[src/rtl/barrel_shifter_sweeper_if.sv]
//==============================================================================
// Module   : barrel_shifter_sweeper_if
// Brief    : Control/status and shifter-drive bundle for the shifter sweeper.
// Revision : 1.0
//==============================================================================
`default_nettype none

interface barrel_shifter_sweeper_if #(
    parameter int ERR_W = 8
);
    logic             start;
    logic [3:0]       data_out;
    logic [3:0]       data_in;
    logic [1:0]       shift_amt;
    logic             dir;
    logic [1:0]       mode;
    logic             busy;
    logic             done;
    logic             pass;
    logic [ERR_W-1:0] err_count;
    logic [8:0]       first_fail;
    logic             fail_seen;

    modport master (
        input  start, data_out,
        output data_in, shift_amt, dir, mode,
        output busy, done, pass, err_count, first_fail, fail_seen
    );

    modport slave (
        output start, data_out,
        input  data_in, shift_amt, dir, mode,
        input  busy, done, pass, err_count, first_fail, fail_seen
    );
endinterface

`default_nettype wire

[src/rtl/barrel_shifter_sweeper.sv]
//==============================================================================
// Module   : barrel_shifter_sweeper
// Brief    : Sweeps all 384 legal vectors into a 4-bit barrel shifter and
//            checks each result against a golden model.
// Revision : 1.0
//==============================================================================
`default_nettype none

module barrel_shifter_sweeper #(
    parameter int ERR_W = 8
) (
    input  wire logic                 clk,
    input  wire logic                 rst_n,
    barrel_shifter_sweeper_if.master  bus
);

    typedef enum logic [1:0] {
        IDLE = 2'd0,
        RUN  = 2'd1,
        DONE = 2'd2
    } state_t;

    localparam logic [8:0]       c_LAST_IDX = 9'd383;
    localparam logic [ERR_W-1:0] c_ERR_MAX  = '1;

    state_t           r_state, w_state_next;
    logic [8:0]       r_idx, w_idx_next;
    logic [ERR_W-1:0] r_err, w_err_next;
    logic [8:0]       r_first, w_first_next;
    logic             r_seen, w_seen_next;
    logic             r_done, w_done_next;
    logic             r_pass, w_pass_next;

    logic [3:0] w_d;
    logic [1:0] w_amt;
    logic       w_dir;
    logic [1:0] w_mode;
    logic [7:0] w_rotl;
    logic [7:0] w_rotr;
    logic [3:0] w_golden;
    logic       w_mismatch;

    // The vector index bit fields are the shifter operands directly.
    assign w_d    = r_idx[3:0];
    assign w_amt  = r_idx[5:4];
    assign w_dir  = r_idx[6];
    assign w_mode = r_idx[8:7];

    assign w_rotl = {w_d, w_d} << w_amt;
    assign w_rotr = {w_d, w_d} >> w_amt;

    always_comb begin
        w_golden = 4'b0000;
        case ({w_mode, w_dir})
            3'b000, 3'b100: w_golden = w_d << w_amt;
            3'b001:         w_golden = w_d >> w_amt;
            3'b010:         w_golden = w_rotl[7:4];
            3'b011:         w_golden = w_rotr[3:0];
            3'b101:         w_golden = $signed(w_d) >>> w_amt;
            default:        w_golden = 4'b0000;
        endcase
    end

    assign w_mismatch = (bus.data_out != w_golden);

    always_comb begin
        w_state_next = r_state;
        w_idx_next   = r_idx;
        w_err_next   = r_err;
        w_first_next = r_first;
        w_seen_next  = r_seen;
        w_done_next  = r_done;
        w_pass_next  = r_pass;
        case (r_state)
            IDLE, DONE: begin
                if (bus.start) begin
                    w_state_next = RUN;
                    w_idx_next   = 9'd0;
                    w_err_next   = '0;
                    w_first_next = 9'd0;
                    w_seen_next  = 1'b0;
                    w_done_next  = 1'b0;
                    w_pass_next  = 1'b0;
                end
            end
            RUN: begin
                if (w_mismatch) begin
                    if (r_err != c_ERR_MAX) begin
                        w_err_next = r_err + 1'b1;
                    end
                    if (!r_seen) begin
                        w_first_next = r_idx;
                        w_seen_next  = 1'b1;
                    end
                end
                // Final vector: index stays put so the outputs hold vector 383.
                if (r_idx == c_LAST_IDX) begin
                    w_state_next = DONE;
                    w_done_next  = 1'b1;
                    w_pass_next  = (r_err == '0) && !w_mismatch;
                end else begin
                    w_idx_next = r_idx + 9'd1;
                end
            end
            default: w_state_next = IDLE;
        endcase
    end

    always_ff @(posedge clk or negedge rst_n) begin
        if (!rst_n) begin
            r_state <= IDLE;
            r_idx   <= 9'd0;
            r_err   <= '0;
            r_first <= 9'd0;
            r_seen  <= 1'b0;
            r_done  <= 1'b0;
            r_pass  <= 1'b0;
        end else begin
            r_state <= w_state_next;
            r_idx   <= w_idx_next;
            r_err   <= w_err_next;
            r_first <= w_first_next;
            r_seen  <= w_seen_next;
            r_done  <= w_done_next;
            r_pass  <= w_pass_next;
        end
    end

    assign bus.data_in    = w_d;
    assign bus.shift_amt  = w_amt;
    assign bus.dir        = w_dir;
    assign bus.mode       = w_mode;
    assign bus.busy       = (r_state == RUN);
    assign bus.done       = r_done;
    assign bus.pass       = r_pass;
    assign bus.err_count  = r_err;
    assign bus.first_fail = r_first;
    assign bus.fail_seen  = r_seen;

endmodule

`default_nettype wire

[src/flat_wrapper.sv]
// flat-port wrapper written by rule: the top's interface ports become plain ports
module barrel_shifter_sweeper_flat 
#(
    parameter int ERR_W = 8
)
  (clk, rst_n, bus_start, bus_data_out, bus_data_in, bus_shift_amt, bus_dir, bus_mode, bus_busy, bus_done, bus_pass, bus_err_count, bus_first_fail, bus_fail_seen);
  barrel_shifter_sweeper_if #(.ERR_W(ERR_W)) bus_i ();
  input  wire logic clk;
  input  wire logic rst_n;
  input wire logic [$bits(bus_i.start)-1:0] bus_start;
  input wire logic [$bits(bus_i.data_out)-1:0] bus_data_out;
  output wire logic [$bits(bus_i.data_in)-1:0] bus_data_in;
  output wire logic [$bits(bus_i.shift_amt)-1:0] bus_shift_amt;
  output wire logic [$bits(bus_i.dir)-1:0] bus_dir;
  output wire logic [$bits(bus_i.mode)-1:0] bus_mode;
  output wire logic [$bits(bus_i.busy)-1:0] bus_busy;
  output wire logic [$bits(bus_i.done)-1:0] bus_done;
  output wire logic [$bits(bus_i.pass)-1:0] bus_pass;
  output wire logic [$bits(bus_i.err_count)-1:0] bus_err_count;
  output wire logic [$bits(bus_i.first_fail)-1:0] bus_first_fail;
  output wire logic [$bits(bus_i.fail_seen)-1:0] bus_fail_seen;
  assign bus_i.start = bus_start;
  assign bus_i.data_out = bus_data_out;
  assign bus_data_in = bus_i.data_in;
  assign bus_shift_amt = bus_i.shift_amt;
  assign bus_dir = bus_i.dir;
  assign bus_mode = bus_i.mode;
  assign bus_busy = bus_i.busy;
  assign bus_done = bus_i.done;
  assign bus_pass = bus_i.pass;
  assign bus_err_count = bus_i.err_count;
  assign bus_first_fail = bus_i.first_fail;
  assign bus_fail_seen = bus_i.fail_seen;
  barrel_shifter_sweeper #(.ERR_W(ERR_W)) u_core (.clk(clk), .rst_n(rst_n), .bus(bus_i));
endmodule
[config.mk]
export PLATFORM = sky130hd
export DESIGN_NAME = barrel_shifter_sweeper_flat
export DESIGN_NICKNAME = d
export VERILOG_FILES = /design/src/rtl/barrel_shifter_sweeper_if.sv /design/src/rtl/barrel_shifter_sweeper.sv /design/src/flat_wrapper.sv
export SDC_FILE = /design/constraint.sdc
export NUM_CORES = 1
export LEC_CHECK = 0
export CORE_UTILIZATION = 50
export CTS_BUF_LIST = sky130_fd_sc_hd__clkbuf_8 sky130_fd_sc_hd__clkbuf_16
export CTS_CLUSTER_SIZE = 14
export DETAILED_ROUTE_END_ITERATION = 6
export PLACE_DENSITY = 0.77
export REMOVE_ABC_BUFFERS = 1
export SLEW_MARGIN = 20
export SYNTH_ARGS = -nofsm -noshare
export SYNTH_HDL_FRONTEND = slang
export SYNTH_SLANG_ARGS = --single-unit
[constraint.sdc]
create_clock -name clk -period 4.5 [get_ports clk]
set_input_delay 1.125 -clock clk [delete_from_list [all_inputs] [get_ports clk]]
set_output_delay 1.125 -clock clk [all_outputs]
set_load 0.01 [all_outputs]
==> results.sh <==
export IMPL_ys_seq_area_frac=0.379
export IMPL_ir_worst_vdd_uv=448
export IMPL_std_cell_rows=22
export IMPL_synthFlopType="dfrtp_1"
export IMPL_coreArea_um2=3800
export IMPL_fin_area_um2=2480
export IMPL_cts_tree="yes"
export IMPL_endpoint_kind="register"
export IMPL_p_total_mw=1.84
export IMPL_synth_edff_count=0
export IMPL_power_per_cell_area_nw_per_um2=743
export IMPL_netlist_area_leader_share=0.379
export IMPL_grt_pass1_vias=1668
export IMPL_n_fill_cell=324
export IMPL_gp_congestion=0.917
export IMPL_synth_most_common_cell="dfrtp_1"
export IMPL_drt_iter0_markers=174
export IMPL_timing_max_transition_violations_final=0
export IMPL_critical_path_required_ns=4.66
export IMPL_cts_root_buf="clkbuf_8"
export IMPL_final_layout_size_suffix_gt1_frac=0.0988
export IMPL_cts_resized=0
export IMPL_setup_tns_ns=0
export IMPL_start_util=0.540
export IMPL_yosysUniqueCellTypes=56
export IMPL_die_y_um=66.0
export IMPL_nets=263
export IMPL_grt_pass1_wl_um=8130
export IMPL_p_leak_nw=1.02
export IMPL_num_vias=1813
export IMPL_clk_pin_slew_ns=0.06
export IMPL_grt_antenna_before_repair=0
export IMPL_hold_viol=0
export IMPL_final_instance_count_excl_fill=301
export IMPL_setup_ws_ns=1.40
export IMPL_grt_setup_unrepaired="no"
export IMPL_seq_area_um2=776
export IMPL_dpl_cell_area_um2=2390
export IMPL_synth_cells=225
export IMPL_placedCellCount=294
export IMPL_switching_power_mw=0.827
export IMPL_crit_arrival_ns=3.26
export IMPL_die_w_um=66.0
export IMPL_grt_use_met3=0.0586
export IMPL_synth_top_cells_by_count="dfrtp_1, nand2_1, o21ai_0, nand3_1, nor2_1"
export IMPL_wl_per_cell_um=15.8
export IMPL_hp_class="register to register"
export IMPL_fmax_mhz=323
export IMPL_dr_pass1_iters=4
export IMPL_p_seq_frac=0.338
export IMPL_cts_sinks=31
export IMPL_power_frac_clock=0.118
export IMPL_outcome="finished, final reports clean"
export IMPL_clk_path_buf_depth=2
export IMPL_multiInputGateArea_um2=1150
export IMPL_diodes=0
export IMPL_clk_latency_ns=0.28
export IMPL_p_int_mw=1.02
export IMPL_grtUsageMet2=0.361
export IMPL_syn_cell_area_um2=2050
export IMPL_ys_warnings_count=0
export IMPL_grtUsageTotal=0.248
export IMPL_cts_setup_buffers=0
export IMPL_io_buffers=36
export IMPL_min_period_ns=3.10
export IMPL_skew_ns=0.00541
export IMPL_worst_setup_path_type="register to register"
export IMPL_fin_crit_sh=0.688
export IMPL_avgSynthCellArea_um2=9.11
export IMPL_async_flop_share=1.00
export IMPL_cts_max_level=2
export IMPL_route_detailed_drc=0
export IMPL_power_frac_comb=0.544
export IMPL_synthToLayoutAreaGrowth_pct=21.1
export IMPL_postRouteAntennaNets=0
export IMPL_synthTopCellsByArea="dfrtp_1, a22o_1, nand2_1"
export IMPL_yosys_area_top_type="dfrtp_1"
export IMPL_die_area_um2=4360
export IMPL_met1_usage=0.356
export IMPL_pre_cts_ws_ns=1.47
export IMPL_ys_ff_latch=31
export IMPL_worstPathMaxFanout=21
export IMPL_via_per_inst=6.02
export IMPL_setup_violations=0
export IMPL_switching_share=0.448
export IMPL_tightestPinTransition_ns=0.734
export IMPL_grt_max_degree=32
export IMPL_relSlewSlack=0.509
export IMPL_grt_ovfl_total=0
export IMPL_cts_buffers=5
export IMPL_cts_hold_buf=0
export IMPL_gr_max_usage_layer="met2"
export IMPL_startpoint_type="register"
export IMPL_drv_cap=0
export IMPL_drt_wl_total_um=4750
export IMPL_ios=37
export IMPL_hpwl_um=3260
-- critical path: stages, from the launching register on --
cell and delay (ns):
dfrtp_1 0.79, mux2_2 0.42, nor3b_1 0.16, a2111oi_4 0.35, xor2_1 0.23, nor4b_4 0.51
a211oi_2 0.26, a22o_1 0.25
-- sequential cells by signal (all words and copies together) (netlist names) --
signal and count:
u_core.bus.done 1, u_core.bus.first_fail 9, u_core.bus.fail_seen 1, u_core.bus.err_count 8
u_core.r_state 2, u_core.bus.pass 1, u_core.r_idx 9
-- per-stage QoR --
stage | utilization | hold WS, ns
detailed placement | 0.630 | 0.469
floorplan | - | 0.508
global placement | 0.630 | 0.466
finish | 0.653 | 0.485
global route | 0.653 | 0.509
CTS | 0.653 | 0.489
-- logic make-up after synthesis --
| family | synth area share |
|---|---|
| adder cells (fa/ha/maj) | 0.0183 |
| AND/OR/NAND/NOR | 0.240 |
| flip-flops | 0.379 |
| XOR/XNOR | 0.0299 |
| AO/OA/AOI/OAI | 0.241 |
| buffers and inverters | 0.0604 |
| multiplexers | 0.0317 |
-- layer usage --
metal / part of all wire / vias up
li1: - / 889
met1: 0.48 / 853
met2: 0.46 / 63
met3: 0.049 / 8
met4: 0.018 / 0
met5: 0 / -
-- cell usage in the layout, fill, tap and decap left out, drive strengths merged, types with 5 or more instances in the layout --
cell	netlist	final
nor2	12	12
or3	6	6
a21oi	7	7
mux2i	5	5
nand3	11	11
o21ai	17	17
nor3	5	5
nand2	20	20
clkbuf	11	6
nand2b	6	6
a22o	9	9
clkdlybuf4s50	0	36
a31oi	6	6
inv	9	9
dfrtp	31	31
-- power groups by stage --
stage                     clock (mW)  combinational, mW  sequential [mW]
after floorplan                    0              0.622            0.607
after global placement             0              0.974            0.621
after detailed placement           0              0.995            0.621
after CTS                      0.223               1.00            0.617
after global routing           0.235               1.11            0.651
final                          0.217               1.00            0.624
-- cell type report --
class,instances,area share
Tap cell,48,0.0242
Timing Repair Buffer,38,0.151
Sequential cell,31,0.313
Clock inverter,1,0.00202
Multi-Input combinational cell,168,0.463
Inverter,9,0.0136
Clock buffer,6,0.0333
-- worst paths after layout --
check / startpoint / to / slack [ns] / cells past startpoint
min in group asynchronous: rst_n / u_core.r_idx[1] / 1.23 / 2
worst min register to register: u_core.bus.done / u_core.bus.done / 0.48 / 1
worst max-delay path: u_core.r_idx[4] / u_core.bus.first_fail[1] / 1.40 / 7
max in group asynchronous: rst_n / u_core.bus.first_fail[5] / 2.97 / 2
worst min-delay path: u_core.bus.done / u_core.bus.done / 0.48 / 1
worst max register to register: u_core.r_idx[4] / u_core.bus.first_fail[1] / 1.40 / 7
Note: power is estimated with default switching activity, not from simulation.
